$ cat src/rtl/encoder_8to3_pend.sv
// encoder_8to3_pend: pending-request 8-to-3 priority encoder with valid/ack handshake
//
// Collects request lines into a pending register and presents the
// highest-priority pending index as a binary code until it is acknowledged.
//
// Ports:
//   clk      rising-edge clock
//   reset_n  asynchronous active-low reset
//   en       capture/grant enable
//   req      request lines, bit i requests code i
//   ack      consumer accepts the presented code
//   code     granted index, stable while valid
//   valid    code is valid
//   onehot   decoded code while valid, else zero
//   pending  pending-request register
//   dup      one-cycle pulse when an already-pending bit is requested again
module encoder_8to3_pend #(
    parameter bit LOW_FIRST = 1'b0
) (
    input  logic       clk,
    input  logic       reset_n,
    input  logic       en,
    input  logic [7:0] req,
    input  logic       ack,
    output logic [2:0] code,
    output logic       valid,
    output logic [7:0] onehot,
    output logic [7:0] pending,
    output logic       dup
);
    typedef enum logic {S_IDLE, S_PRESENT} state_t;

    state_t     r_state, w_state_nx;
    logic [7:0] r_pend;
    logic [2:0] r_code, w_code_nx, w_prio;
    logic       r_valid, w_valid_nx, r_dup;
    logic [7:0] w_set, w_clr;

    assign w_set = en ? req : 8'h00;
    // only the presented code is cleared, and only on a real handshake
    assign w_clr = (r_state == S_PRESENT && ack) ? 8'b1 << r_code : 8'h00;

    // later matches overwrite earlier ones, so scan order sets the priority
    always_comb begin
        w_prio = 3'd0;
        for (int i = 0; i < 8; i++)
            if (LOW_FIRST ? r_pend[7-i] : r_pend[i])
                w_prio = LOW_FIRST ? 3'(7 - i) : 3'(i);
    end

    always_comb begin
        w_state_nx = r_state;
        w_code_nx  = r_code;
        w_valid_nx = r_valid;
        if (r_state == S_IDLE) begin
            if (en && |r_pend) begin
                w_state_nx = S_PRESENT;
                w_code_nx  = w_prio;
                w_valid_nx = 1'b1;
            end
        end else if (ack) begin
            w_state_nx = S_IDLE;
            w_valid_nx = 1'b0;
        end
    end

    always_ff @(posedge clk or negedge reset_n) begin
        if (!reset_n) begin
            r_state <= S_IDLE;
            r_pend  <= 8'h00;
            r_code  <= 3'd0;
            r_valid <= 1'b0;
            r_dup   <= 1'b0;
        end else begin
            r_state <= w_state_nx;
            r_pend  <= (r_pend & ~w_clr) | w_set;
            r_code  <= w_code_nx;
            r_valid <= w_valid_nx;
            r_dup   <= |(w_set & r_pend & ~w_clr);
        end
    end

    assign code    = r_code;
    assign valid   = r_valid;
    assign pending = r_pend;
    assign dup     = r_dup;
    assign onehot  = r_valid ? 8'b1 << r_code : 8'h00;
endmodule

$ cat config.mk
export PLATFORM = sky130hd
export DESIGN_NAME = encoder_8to3_pend
export DESIGN_NICKNAME = d
export VERILOG_FILES = /design/src/rtl/encoder_8to3_pend.sv
export SDC_FILE = /design/constraint.sdc
export NUM_CORES = 1
export LEC_CHECK = 0
export CORE_MARGIN = 2
export CORE_UTILIZATION = 39
export CTS_BUF_LIST = sky130_fd_sc_hd__clkbuf_8
export DETAILED_ROUTE_END_ITERATION = 10
export GPL_ROUTABILITY_DRIVEN = 0
export PLACE_DENSITY = 0.87
export SETUP_SLACK_MARGIN = 0.2
export SYNTH_ARGS = -nofsm -noshare
export SYNTH_HDL_FRONTEND = slang
export SYNTH_SLANG_ARGS = --single-unit
$ cat constraint.sdc
create_clock -name clk -period 1.3 [get_ports clk]
set_clock_uncertainty 0.05 [all_clocks]
set_input_delay 0.13 -clock clk [delete_from_list [all_inputs] [get_ports clk]]
set_output_delay 0.13 -clock clk [all_outputs]
set_load 0.01 [all_outputs]
==> results.txt <==
The xor/xnor share of the synthesized area is 0%. The category of the worst setup path launch point was a register. At the worst endpoint, the required time is 1350 ps. The internal power of the cells totals 0.00128 W. The net count of the finished layout is 183.

Clock tree synthesis found a total of 14 sinks. The flow ran to the end, but the final reports show violations. Hold is met by 141 ps. The die covers 0.00239 mm2. During I/O placement, the number of pins put on the boundary was 33. The critical path goes through buf_6 > and3b_2 > a31oi_1 > nor4_2 > a41oi_1.

The combinational share of power was 50.0%; the final cycle utilization of the critical path was 127%. Nature of the critical path endpoint: a register. Summing the areas of all compound-gate instances in the mapped netlist gives 22.4% of the synthesized area.

Minimum setup slack after placement: -379 ps. The logs give 44.5% for the part of the Yosys area used for sequential elements and 0.978 mV for the worst supply voltage drop on vdd. In the global route stage, overall resource usage came out at 32.5%. Once the floorplan was initialized, standard cells occupied 40.5% of the core. The tools report the root buffer cell as clkbuf_8. The critical path in this run is classified as reg2reg. The logs give 0 for the final count of hold timing violations and 0.00194 W for the final total power. The logs give 80 for the filler cell count in the final layout and 25 for the number of distinct standard cells referenced by the synthesized netlist. Input and output buffers added on the ports amount to 32.

The post-synthesis adder-cell area fraction was 0%. For the via count of the first global-routing pass, the log shows 1151. The area growth from synthesis to layout is 121%, and the vias per cell is 5.93. Once detail routing completed, the nets flagged for antenna violations numbered 0. Entering global routing, the biggest net connects 15 pins.

The headroom to the max-slew limit is 70.9%. Cells fill 89.5% of the core in the end. The number of instances in the placed design is 161.

The synthesized design spends more area on one cell type than any other, namely dfrtp_1. The tools report the final-report max-slew violation count as 0. The tightest min-delay check is of the in2async type. The tools report the max-cap violation count as 0. Setup repair after global routing could not meet its margin everywhere. Clock-pin slew was measured on the worst setup and hold paths at 60 ps.

By area the synthesized netlist is led by dfrtp_1, a22o_1, nor2_1. In this run, the clock network consumes 22.0% of the power. The slew at the pin with the worst max-slew slack is 435 ps. Switching power share of the total: 33.8%. In this run, the number of DRC markers left after iteration 0 of detailed routing was 38. The die width came out at 48.9 um.

The buffer and inverter count on the worst path is 1, and the post-layout instance count excluding filler cells is 197. In this run the worst path has a maximum fanout of 3. After synthesis, the share of cell area in mux cells is 0%. For the worst path arrival time, the log shows 1700 ps.

Averaged over all synthesized cells, the footprint is 8.84 um2. The placement row count is 16, and the number of synthesized register bits is 14. The first detailed-routing pass took 4 iterations. The post-route netlist has 61.8% of its cells at a drive strength greater than 1. By area, the combinational part of the netlist is dominated by simple AND/OR/NAND/NOR gates. TritonCTS built the clock tree. The insertion delay to the later sink of the worst-skew pair was 250 ps. Setup slack after layout: -347 ps.

The detailed-route wire length is 3830 um, and the die span in y is 48.9 um. Yosys printed 0 warnings. The number of CTS-inserted buffers was 3. The synthesized netlist devotes 28.1% of its cell area to simple gates. The total overflow left after global routing is 0.

The first global-routing pass estimated 5740 um of wire. The share of total power dissipated in sequential elements is 28.0%. The maximum level of the CTS H-tree was 1; the average wire length per cell after detail routing was 19.4 um. The run gives 0.000655 W as the total net switching power. The final period demand of the worst path is 1650 ps. In this run, post-CTS hold repair placed 0 buffers. For this design, the slowest cell found on the critical path is dfrtp_2.

The core region is 0.00194 mm2. The run gives 101 as the post-synth net total. On the worst path, the slowest cell contributes a delay of 420 ps. The mapped netlist covers 787 um2. Dividing total power by cell area gives a power density of 1120 mW/mm2. Static timing analysis puts the maximum clock frequency at 607 MHz.

The cell family contributing the most delay on the critical path is simple AND/OR/NAND/NOR gates. The number of antenna violations at the first check in global routing was 0; the deepest clock path buffer count was 2. Summing over every cut layer, the via total after detailed routing is 1169.

The run gives 0 as the total inserted antenna cells. The final reports fail on negative setup slack. After detailed routing, the number of remaining DRC violations is 0.

The share of synthesized area in the top cell type comes to 44.5%. Setup violations remaining at the end of the flow were counted as 24. Synthesis produced 89 cells. The wire-length estimate of the detail-placed layout is 1960 um. The run gives 0.838 nW as the leakage power.
cell usage in the layout (no fill, tap or decap), drive strengths merged, types with 3 or more instances in the layout:
cell type      netlist  routed
inv                  5       5
nor4                 3       3
dfrtp               14      14
a31oi                4       4
clkbuf               0       5
nand3                6       6
a21oi                3       3
buf                  4      67
nor2                12      12
a22o                 8       8
nand2               10      10
clkdlybuf4s50        0      12
nand2b               3       3
power groups by stage:
stage / Clock, W / Sequential (W) / Combinational (W)
global route: 0.000451 / 0.000549 / 0.00101
finish: 0.000427 / 0.000542 / 0.000969
floorplan: 0 / 0.000575 / 0.000232
CTS: 0.000427 / 0.000538 / 0.000778
detailed placement: 0 / 0.000567 / 0.000566
global placement: 0 / 0.000564 / 0.000540
layout make-up:
class	instances	area [um2]	share of cell area [%]
sequential	14	360	20.7
multi-input combinational	66	522	30.0
timing repair buffer	81	746	42.9
clock buffer	4	55.1	3.17
inverter	5	21.3	1.22
tap	27	33.8	1.94
sequential cells by signal, summed over array words and instances (netlist names):
name and flops:
pending 8, code 3, dup 1, r_state 1, valid 1
worst reg2reg max path: stages (launching register included):
cell	delay, ps
dfrtp_2	420
buf_6	130
and3b_2	270
a31oi_1	130
nor4_2	340
a41oi_1	160
cell families (layout without fill, tap and decap cells):
group,Yosys count,after routing
and+or+nand+nor,43,43
buffers and inverters,9,90
DFF,14,14
AOI/OAI and AO/OA,23,23
per-stage QoR:
stage / setup TNS (ps) / cell area [um2]
CTS: -1540 / 1620
detailed placement: -2860 / 1330
finish: -3310 / 1740
global placement: -1810 / 1330
floorplan: 0 / 858
global route: -4260 / 1740
worst paths after layout:
path / start / endpoint / slack, ps / cells after the start
worst min register to register: r_state / valid / 550 / 2
max in group asynchronous: reset_n / pending[4] / 870 / 2
worst max-delay path: code[0] / dup / -350 / 5
min in group clk: req[0] / pending[0] / 480 / 2
worst max register to register: code[0] / dup / -350 / 5
worst min-delay path: reset_n / pending[3] / 140 / 2
synthesized netlist by cell type:
cell      count
a211oi_2      1
a21o_1        2
a21oi_1       3
a22o_1        8
a31oi_1       4
a32oi_1       1
a41oi_1       2
and2_1        1
and3_1        1
and3b_2       1
buf_2         4
dfrtp_1      14
inv_1         5
nand2_1      10
nand2b_1      3
nand3_1       6
nand4_1       2
nor2_1       12
nor2b_1       1
nor2b_4       1
nor3_1        2
nor4_1        2
nor4_2        1
o21ai_0       1
o21bai_1      1
what timing repair did:
action,4_1_cts,5_1_grt
pin swaps,13,11
endpoints found under the setup margin,35,34
gates resized for setup,112,15
gates cloned,0,0
buffers inserted,24,8
layer usage:
layer  part of all wire [%]  global-route usage, %  vias up
met1                     39                   37.0      574
met5                      0                      0        -
met2                     48                   56.8       83
li1                       -                      -      485
met3                    7.7                   7.67       27
met4                    5.3                   16.2        0
Note: power is estimated with default switching activity, not from simulation.
